--- src/rtl/gat_pkg.sv ---
// Shared types for the GAT BRAM load path: load FSM states and error codes
// reported on err_code.
package gat_pkg;

  typedef enum logic [1:0] {
    ST_IDLE = 2'd0,
    ST_LOAD = 2'd1,
    ST_DONE = 2'd2,
    ST_ERR  = 2'd3
  } load_state_t;

  localparam logic [2:0] ERR_NONE     = 3'd0;
  localparam logic [2:0] ERR_BAD_CH   = 3'd1;
  localparam logic [2:0] ERR_MISALIGN = 3'd2;
  localparam logic [2:0] ERR_OOB      = 3'd3;
  localparam logic [2:0] ERR_DONE_CH  = 3'd4;

endpackage

--- src/rtl/gat_load_ch_cnt.sv ---
// Per-channel word counter: latches the expected count on arming and reports
// completion plus whether an incoming word address lies past the expected count.
module gat_load_ch_cnt #(
  parameter int ADDR_W = 18,
  parameter int CNT_W  = ADDR_W + 1
) (
  input  logic              clk,
  input  logic              rst_n,
  input  logic              clear,
  input  logic              load,
  input  logic              inc,
  input  logic [CNT_W-1:0]  exp_in,
  input  logic [ADDR_W-1:0] word_addr,
  output logic              done,
  output logic              addr_oob
);

  localparam logic [CNT_W-1:0] CNT_ZERO = {CNT_W{1'b0}};
  localparam logic [CNT_W-1:0] CNT_ONE  = {{(CNT_W-1){1'b0}}, 1'b1};

  logic [CNT_W-1:0] exp_r;
  logic [CNT_W-1:0] cnt_r;
  logic             done_r;

  // Expected count, write counter and done flag; a zero expectation is done on arming.
  always_ff @(posedge clk) begin
    if (!rst_n) begin
      exp_r  <= CNT_ZERO;
      cnt_r  <= CNT_ZERO;
      done_r <= 1'b0;
    end else begin
      if (clear) begin
        cnt_r <= CNT_ZERO;
      end else if (inc) begin
        cnt_r <= cnt_r + CNT_ONE;
      end
      if (load) begin
        exp_r <= exp_in;
      end
      if (load) begin
        done_r <= (exp_in == CNT_ZERO);
      end else if (clear) begin
        done_r <= 1'b0;
      end else if (inc) begin
        done_r <= ((cnt_r + CNT_ONE) == exp_r);
      end
    end
  end

  assign done     = done_r;
  assign addr_oob = (CNT_W'(word_addr) >= exp_r);

endmodule

--- src/rtl/gat_bram_load_ctrl.sv ---
// Host-to-BRAM load controller: routes a byte-addressed host write stream to
// NUM_CH word-addressed BRAM ports, tracks per-channel completion, flags errors.
module gat_bram_load_ctrl
  import gat_pkg::*;
#(
  parameter int TOP_WIDTH = 32,
  parameter int NUM_CH    = 4,
  parameter int DATA_W    = 20,
  parameter int ADDR_W    = 18,
  parameter int CNT_W     = ADDR_W + 1,
  parameter int CH_W      = (NUM_CH > 1) ? $clog2(NUM_CH) : 1
) (
  input  logic                    clk,
  input  logic                    rst_n,
  input  logic                    cfg_start,
  input  logic [NUM_CH*CNT_W-1:0] cfg_exp_cnt,
  input  logic                    host_valid,
  output logic                    host_ready,
  input  logic [CH_W-1:0]         host_ch_sel,
  input  logic [ADDR_W+1:0]       host_addra,
  input  logic [TOP_WIDTH-1:0]    host_din,
  output logic [NUM_CH-1:0]       bram_ena,
  output logic [NUM_CH-1:0]       bram_wea,
  output logic [ADDR_W-1:0]       bram_addra,
  output logic [DATA_W-1:0]       bram_din,
  output logic [NUM_CH-1:0]       load_done,
  output logic                    gat_start,
  output logic                    busy,
  output logic [2:0]              err_code
);

  localparam logic [NUM_CH-1:0] CH_ZERO = {NUM_CH{1'b0}};

  load_state_t       state_r;
  logic              busy_r;
  logic              gat_start_r;
  logic [2:0]        err_r;
  logic [NUM_CH-1:0] ena_r;
  logic [ADDR_W-1:0] addr_r;
  logic [DATA_W-1:0] din_r;

  logic              accept_s;
  logic [2:0]        chk_s;
  logic [NUM_CH-1:0] sel_s;
  logic [NUM_CH-1:0] done_s;
  logic [NUM_CH-1:0] oob_s;
  logic [NUM_CH-1:0] inc_s;
  logic [ADDR_W-1:0] word_addr_s;

  assign word_addr_s = host_addra[ADDR_W+1:2];
  assign host_ready  = busy_r & ~cfg_start;
  assign accept_s    = host_valid & host_ready;

  // One-hot channel decode; an out-of-range select decodes to all zeros.
  always_comb begin
    sel_s = CH_ZERO;
    for (int c = 0; c < NUM_CH; c++) begin
      sel_s[c] = (host_ch_sel == CH_W'(c));
    end
  end

  // Write checks in priority order: channel, alignment, range, already-done.
  always_comb begin
    chk_s = ERR_NONE;
    if (sel_s == CH_ZERO) begin
      chk_s = ERR_BAD_CH;
    end else if (host_addra[1:0] != 2'b00) begin
      chk_s = ERR_MISALIGN;
    end else if ((oob_s & sel_s) != CH_ZERO) begin
      chk_s = ERR_OOB;
    end else if ((done_s & sel_s) != CH_ZERO) begin
      chk_s = ERR_DONE_CH;
    end else begin
      chk_s = ERR_NONE;
    end
  end

  assign inc_s = (accept_s && (chk_s == ERR_NONE)) ? sel_s : CH_ZERO;

  for (genvar c = 0; c < NUM_CH; c++) begin : g_ch
    gat_load_ch_cnt #(
      .ADDR_W (ADDR_W),
      .CNT_W  (CNT_W)
    ) u_cnt (
      .clk       (clk),
      .rst_n     (rst_n),
      .clear     (cfg_start),
      .load      (cfg_start),
      .inc       (inc_s[c]),
      .exp_in    (cfg_exp_cnt[c*CNT_W +: CNT_W]),
      .word_addr (word_addr_s),
      .done      (done_s[c]),
      .addr_oob  (oob_s[c])
    );
  end

  if (TOP_WIDTH > DATA_W) begin : g_din_trunc
    logic unused_din_s;
    assign unused_din_s = ^host_din[TOP_WIDTH-1:DATA_W];
  end

  // Load FSM with registered BRAM strobe, start pulse and sticky error code.
  always_ff @(posedge clk) begin
    if (!rst_n) begin
      state_r     <= ST_IDLE;
      busy_r      <= 1'b0;
      gat_start_r <= 1'b0;
      err_r       <= ERR_NONE;
      ena_r       <= CH_ZERO;
      addr_r      <= {ADDR_W{1'b0}};
      din_r       <= {DATA_W{1'b0}};
    end else begin
      gat_start_r <= 1'b0;
      ena_r       <= CH_ZERO;
      addr_r      <= {ADDR_W{1'b0}};
      din_r       <= {DATA_W{1'b0}};
      if (cfg_start) begin
        state_r <= ST_LOAD;
        busy_r  <= 1'b1;
        err_r   <= ERR_NONE;
      end else begin
        case (state_r)
          ST_LOAD: begin
            if (accept_s && (chk_s != ERR_NONE)) begin
              state_r <= ST_ERR;
              busy_r  <= 1'b0;
              err_r   <= chk_s;
            end else if (accept_s) begin
              ena_r  <= sel_s;
              addr_r <= word_addr_s;
              din_r  <= host_din[DATA_W-1:0];
            end else if (&done_s) begin
              gat_start_r <= 1'b1;
              state_r     <= ST_DONE;
              busy_r      <= 1'b0;
            end
          end
          ST_IDLE, ST_DONE, ST_ERR: begin
            state_r <= state_r;
          end
          default: begin
            state_r <= ST_IDLE;
            busy_r  <= 1'b0;
          end
        endcase
      end
    end
  end

  assign bram_ena   = ena_r;
  assign bram_wea   = ena_r;
  assign bram_addra = addr_r;
  assign bram_din   = din_r;
  assign load_done  = done_s;
  assign gat_start  = gat_start_r;
  assign busy       = busy_r;
  assign err_code   = err_r;

endmodule

--- config.mk ---
export PLATFORM = sky130hd
export DESIGN_NAME = gat_bram_load_ctrl
export DESIGN_NICKNAME = d
export VERILOG_FILES = /design/src/rtl/gat_pkg.sv /design/src/rtl/gat_load_ch_cnt.sv /design/src/rtl/gat_bram_load_ctrl.sv
export SDC_FILE = /design/constraint.sdc
export NUM_CORES = 1
export LEC_CHECK = 0
export BUFFER_PORTS_ARGS = -buffer_cell sky130_fd_sc_hd__clkbuf_2
export CAP_MARGIN = 25
export CORE_ASPECT_RATIO = 0.9
export CORE_UTILIZATION = 55
export CTS_BUF_LIST = sky130_fd_sc_hd__clkbuf_4
export CTS_CLUSTER_SIZE = 40
export DETAILED_ROUTE_END_ITERATION = 6
export PLACE_DENSITY_LB_ADDON = 0.3
export SYNTH_ARGS = -nofsm -noshare
export SYNTH_HDL_FRONTEND = slang
export SYNTH_SLANG_ARGS = --single-unit
--- constraint.sdc ---
create_clock -name clk -period 7 [get_ports clk]
set_input_delay 1.4 -clock clk [delete_from_list [all_inputs] [get_ports clk]]
set_output_delay 1.4 -clock clk [all_outputs]
set_load 0.03 [all_outputs]
After elaboration in Yosys (flattened, before gate mapping)
Cells that the tools add are included.

Output and inout bits: 56. Input port bits: 134. Flip-flop bits (word level): 205.

Add/sub/neg operators: 4. Eq/ne operators: 16. Order comparisons: 4. Bitwise logic cells: 9. Mux-type cells: 24. Reduce and logical (&&, ||, !) cells: 29.

Operators by type and width (number): adder 19 x 1 -> 19 bit (second input constant) (4); == test 19 bit (4); greater-or-equal comparator 18 x 19 -> 1 bit (4); zero test 19 bit (4); two-way mux 1 bit (15); two-way mux 3 bit (4); nonzero test 2 bit (6); OR reduction 5 bit (2); AND reduction 3 bit (3); AND 4 bit (2); == test 2 bit (second input constant) (4); two-way mux 2 bit (4); inequality test 4 bit (second input constant) (2); nonzero test 4 bit (2); inequality test 3 bit (second input constant) (2); nonzero test 3 bit (2); inverter 1 bit (5); == test 2 x 1 -> 1 bit (second input constant) (2); zero test 2 bit (2); zero test 4 bit (1); two-way mux 4 bit (1); AND reduction 4 bit (1); zero test 3 bit (1); inequality test 3 x 2 -> 1 bit (second input constant) (1); other kinds (6) (8).

Longest topological paths before layout
Word-level depth: 12. Depth in mapped cells: 11. Mapped depth without buffers: 9.

Hierarchy
A second synthesis with hierarchy kept.

Cells, all modules: 1415. Area total of the unflattened synthesis: 12399.4 µm².

Modules (own cells, without submodules): gat_load_ch_cnt (g_ch[0].u_cnt ...) (cells an instance 317, area each 2681.3 µm², times used 3); gat_load_ch_cnt (g_ch[3].u_cnt) (cells an instance 319, area each 2730.1 µm², times used 1); gat_bram_load_ctrl (cells an instance 145, area each 1625.3 µm², times used 1).

Least setup slack after synthesis
Ideal clock, no wire load.

Path type: input to register. From: input cfg_start. To: register g_ch[3].u_cnt.cnt_r[18]. Required time: 6930 ps. Cell stages on the path: 9. Data arrival time: 3649 ps. Slack: 3281 ps. Library setup time: 70 ps. Buffers on the path: 2. Path through: clkbuf_1 > nor2b_1 > nand2_1 > nor2_4 > nand2b_1 > or4_1 > buf_2 > or4_1 > a21oi_1.

Cells in the longest elaborated chain, start to end: 5. Elaborated cells between the ends (all ways): 6. Those cells by class: 1 x mux; 3 x bitwise; 2 x reduce/logical.

Ends and longest elaborated chain: from (decl) (RTL line gat_bram_load_ctrl.sv:15) `input logic cfg_start,`; inverter 1 bit (RTL line gat_bram_load_ctrl.sv:51) `assign host_ready = busy_r & ~cfg_start;`; AND 1 bit (RTL line gat_bram_load_ctrl.sv:51); net host_ready (RTL line gat_bram_load_ctrl.sv:18) `output logic host_ready,`; AND 1 bit (RTL line gat_bram_load_ctrl.sv:52) `assign accept_s = host_valid & host_ready;`; logical AND 1 bit (RTL line gat_bram_load_ctrl.sv:78) `assign inc_s = (accept_s && (chk_s == ERR_NONE)) ? sel_s : CH_ZERO;`; two-way mux 4 bit (RTL line gat_bram_load_ctrl.sv:78); to (signal assigned) (RTL line gat_load_ch_cnt.sv:35) `cnt_r <= cnt_r + CNT_ONE;`; to (decl) (RTL line gat_load_ch_cnt.sv:22) `logic [CNT_W-1:0] cnt_r;`.

The timed path passes the listed nets, and every way through them passes these cells. A chain may end at the register's enable or synchronous reset.

Worst setup path in the final report
From: input host_addra[2]. To: register addr_r[0], in the netlist bram_addra[0].

Cells in the longest elaborated chain, start to end: 9. Elaborated cells between the ends (all ways): 12. Those cells by class: 4 x order compare; 3 x mux; 1 x bitwise; 4 x reduce/logical.

Ends and longest elaborated chain: from (decl) (RTL line gat_bram_load_ctrl.sv:20) `input logic [ADDR_W+1:0] host_addra,`; greater-or-equal comparator 18 x 19 -> 1 bit (RTL line gat_load_ch_cnt.sv:51) `assign addr_oob = (CNT_W'(word_addr) >= exp_r);`; AND 4 bit (RTL line gat_bram_load_ctrl.sv:69) `end else if ((oob_s & sel_s) != CH_ZERO) begin`; nonzero test 4 bit (RTL line gat_bram_load_ctrl.sv:69); two-way mux 3 bit (RTL line gat_bram_load_ctrl.sv:69); two-way mux 3 bit (RTL line gat_bram_load_ctrl.sv:67) `end else if (host_addra[1:0] != 2'b00) begin`; two-way mux 3 bit (RTL line gat_bram_load_ctrl.sv:65) `if (sel_s == CH_ZERO) begin`; nonzero test 3 bit (RTL line gat_bram_load_ctrl.sv:124) `if (accept_s && (chk_s != ERR_NONE)) begin`; logical AND 1 bit (RTL line gat_bram_load_ctrl.sv:124); OR reduction 5 bit (no source line); to (signal assigned) (RTL line gat_bram_load_ctrl.sv:110) `addr_r <= {ADDR_W{1'b0}};`; to (signal assigned) (RTL line gat_bram_load_ctrl.sv:115) `addr_r <= {ADDR_W{1'b0}};`; to (signal assigned) (RTL line gat_bram_load_ctrl.sv:130) `addr_r <= word_addr_s;`; to (decl) (RTL line gat_bram_load_ctrl.sv:39) `logic [ADDR_W-1:0] addr_r;`.

Parallel ways exist; a longest one is shown, timed or not.

==> impl_metrics.py <==
metrics = {
    "synth": {
        "ys_seq_elements": 205,
        "ys_types": 67,
        "yosysTopAreaCell": "dfxtp_1",
        "synthArstFlopShare_pct": 0,
        "synthFlopType": "dfxtp_1",
        "synth_area_leaders": "dfxtp_1 34%, ha_1 7.9%, xnor2_1 7.4%, mux2i_1 6.9%, nor2_1 4.9%",
        "syn_avg_cell_area_um2": 8.418,
        "syn-cell-area_um2": 12060,
        "synth_edf_count": 0,
        "synth_cells": 1433,
        "ys_warn_count": 0,
        "yosysSeqAreaShare_pct": 34.02,
        "synth_nets": 1643,
        "yosysTopAreaCellShare_pct": 34.02,
    },
    "route": {
        "ant_nets": 0,
        "drt-wirelength-per-cell_um": 17.67,
        "firstDrtPassIters": 6,
        "drt_iter0_markers": 979,
        "wirelength_um": 33920,
        "via_per_inst": 5.837,
        "num_vias": 11201,
        "drc": 0,
    },
    "worst_hold_path": {
        "hold_path_startpoint": "g_ch[3].u_cnt.cnt_r[18]",
        "holdPathStages": 2,
        "min_path_type": "register to register",
        "holdPathEnd": "g_ch[3].u_cnt.cnt_r[18]",
    },
    "global_route": {
        "antenna_found_initial": 1,
        "grt_pass1_vias": 10328,
        "track_usage_pct": 30.09,
        "grt_pass1_wl_um": 52850,
        "grt_overflow": 0,
        "grt_max_degree": 78,
    },
    "timing": {
        "worst_pin_slew_ps": 860.1,
        "hold_viol": 0,
        "slew_violations": 0,
        "skew_ps": 29.90,
        "min_period_ps": 3859,
        "period_share_pct": 55.13,
        "slew_headroom_pct": 42.66,
        "fin_setup_tns_ps": 0,
        "setup_violations": 0,
        "rsz0062_at_grt": "false",
        "fmax_ghz": 0.2591,
    },
    "power_and_ir_drop": {
        "ir_drop_v": 0.0001260,
        "powerDensity_nw_per_um2": 184.5,
        "p_leak_nw": 5.601,
    },
    "die": {
        "die_x_um": 158.1,
        "core_area_um2": 21570,
        "initial_core_util_pct": 55.93,
        "rows": 51,
        "die_y_um": 142.5,
        "dieArea_um2": 22530,
        "io-pin-count": 190,
    },
    "setup_path": {
        "cp.buffers_inverters": 3,
        "r2r-start": "g_ch[0].u_cnt.exp_r[14]",
        "reg2reg_depth": 10,
        "crit_chain": "clkbuf_2 -> inv_1 -> ha_1 -> nand2b_1 -> a31oi_1 -> nor4_1 -> o21ai_0 -> nor4b_1 -> and4_1 -> buf_4 -> and2_1",
        "startpoint_type": "primary input",
        "regToRegEndpoint": "bram_addra[0]",
        "required_ps": 7600,
        "cp_slowest_cell": "o21ai_0",
        "critical-path-max-stage-delay_ps": 450,
        "reg2reg_slack_ps": 3680,
        "path_class": "primary input to register",
        "critical_path_arrival_ps": 4460,
        "cp_max_fo": 35,
        "cp_num_cells": 11,
        "cp-end-kind": "register",
        "worst_path_dominant_cell_family": "simple AND/OR/NAND/NOR gates",
    },
    "final_layout": {
        "num-nets-final": 1804,
        "stdcell_area_um2": 13730,
        "layout-drive-gt1-share_pct": 17.33,
        "area_growth_pct": 13.82,
    },
    "clock_network": {
        "cts.sinks": 205,
        "root_buffer": "clkbuf_4",
        "cts_buffers": 53,
        "cts_setup_buffers": 0,
        "cts_resized": 0,
        "postCtsHoldBufs": 0,
        "clock_latency_ps": 670,
        "ctsHtreeMaxLevel": 2,
        "clk_pin_slew_ps": 60,
        "cts_tree": "done",
        "clockBufferDepth": 3,
    },
    "job": {
        "cap_viol_max_count": 0,
    },
    "placed_design": {
        "portBuffers": 177,
        "place_hpwl_um": 24740,
        "place_area_um2": 13080,
        "gp_congestion": 0.8979,
    },
    "outcome": {
        "status": "completed",
    },
}
[state kept, by name, indices dropped and copies added (netlist names)]
| signal | count |
|---|---|
| g_ch.u_cnt.exp_r | 76 |
| err_code | 3 |
| busy | 1 |
| bram_addra | 18 |
| state_r | 2 |
| g_ch.u_cnt.done | 4 |
| g_ch.u_cnt.cnt_r | 76 |
| bram_din | 20 |
| gat_start | 1 |
| bram_ena | 4 |
[per-layer routing]
metal | wire length, um | part of all wire (%) | global-route usage (%)
met4 | 1274 | 3.8 | 13.56
met3 | 3231 | 9.5 | 6.425
met1 | 14400 | 42 | 39.62
met2 | 15000 | 44 | 47.00
met5 | 0 | 0 | 0
[area by class of cell]
class | count | area (um2)
Timing Repair Buffer | 188 | 1008
Sequential cell | 205 | 4104
Inverter | 87 | 326.6
Fill cell | 1924 | 7839
Clock buffer | 67 | 503.0
Antenna cell | 1 | 2.502
Clock inverter | 21 | 110.1
Tap cell | 291 | 364.1
Multi-Input combinational cell | 1059 | 7311
[cells in the mapped netlist (15+ instances only)]
master	instances
nor4_1	56
nor2_1	156
and2_1	48
nand4_1	37
nor4b_1	15
or3_1	28
mux2i_1	83
a21oi_1	66
nand2_1	65
nand3_1	53
xor2_1	38
inv_1	86
xnor2_1	102
ha_1	76
dfxtp_1	205
nor3_1	21
clkbuf_1	61
o21ai_0	43
and3_1	20
[report_power, final]
part	leakage, nW	internal, W	switching, W
combinational	3.57	0.000141	0.000191
clock	0.366	0.000484	0.000485
sequential	1.67	0.00120	0.0000375
[tightest hold or removal path, stage by stage (launching register included)]
cell and delay, ps:
dfxtp_1 320, o31ai_1 60, a21oi_1 50
[cell families (layout without fill, tap and decap cells)]
| group | count (synthesis) | after routing | share of synthesized area (%) |
|---|---|---|---|
| buf+inv | 169 | 363 | 5.601 |
| mux | 85 | 85 | 7.167 |
| simple gates | 555 | 555 | 24.35 |
| xor+xnor | 140 | 140 | 10.16 |
| other cells | 0 | 1 | 0 |
| fa+ha+maj | 76 | 76 | 7.883 |
| compound gates | 203 | 203 | 10.81 |
| flops | 205 | 205 | 34.02 |
[stage by stage]
stage               total power, W  instances  util (%)  hold slack, ps  setup slack [ps]
floorplan                 0.001454       1433         -           452.9              3281
global placement          0.001568       1827     60.52           463.5              2364
detailed placement        0.001583       1828     60.65           474.0              2361
CTS                       0.002551       1916     63.49           489.5              3047
global route              0.002660       1919     63.66           507.8              3041
finish                    0.002533       1919     63.66           490.1              3141
[how the worst max path moves through the flow]
| stage | from | to | slack, ps |
|---|---|---|---|
| floorplan | cfg_start | g_ch[3].u_cnt.cnt_r[18] | 3280 |
| global placement | host_addra[14] | g_ch[3].u_cnt.cnt_r[18] | 2360 |
| detailed placement | host_addra[14] | g_ch[3].u_cnt.cnt_r[18] | 2360 |
| CTS | host_addra[14] | g_ch[3].u_cnt.cnt_r[18] | 3050 |
| global route | host_addra[18] | bram_addra[0] | 3040 |
| finish | host_addra[2] | bram_addra[0] | 3140 |
[cell usage in the layout (no fill, tap or decap), types with 6 or more instances in the layout]
cell type	n
a211oi_1	12
a21o_1	13
a21oi_1	66
a31oi_1	8
and2_1	48
and3_1	20
and4_1	13
buf_4	9
clkbuf_2	177
clkbuf_4	67
clkinv_1	15
dfxtp_1	205
ha_1	76
inv_1	86
mux2i_1	83
nand2_1	65
nand2b_1	8
nand3_1	53
nand4_1	37
nor2_1	156
nor2b_1	10
nor3_1	21
nor4_1	56
nor4b_1	15
o211ai_1	6
o21ai_0	43
o31a_1	6
or3_1	28
xnor2_1	102
xor2_1	38
Note: power is estimated with default switching activity, not from simulation.
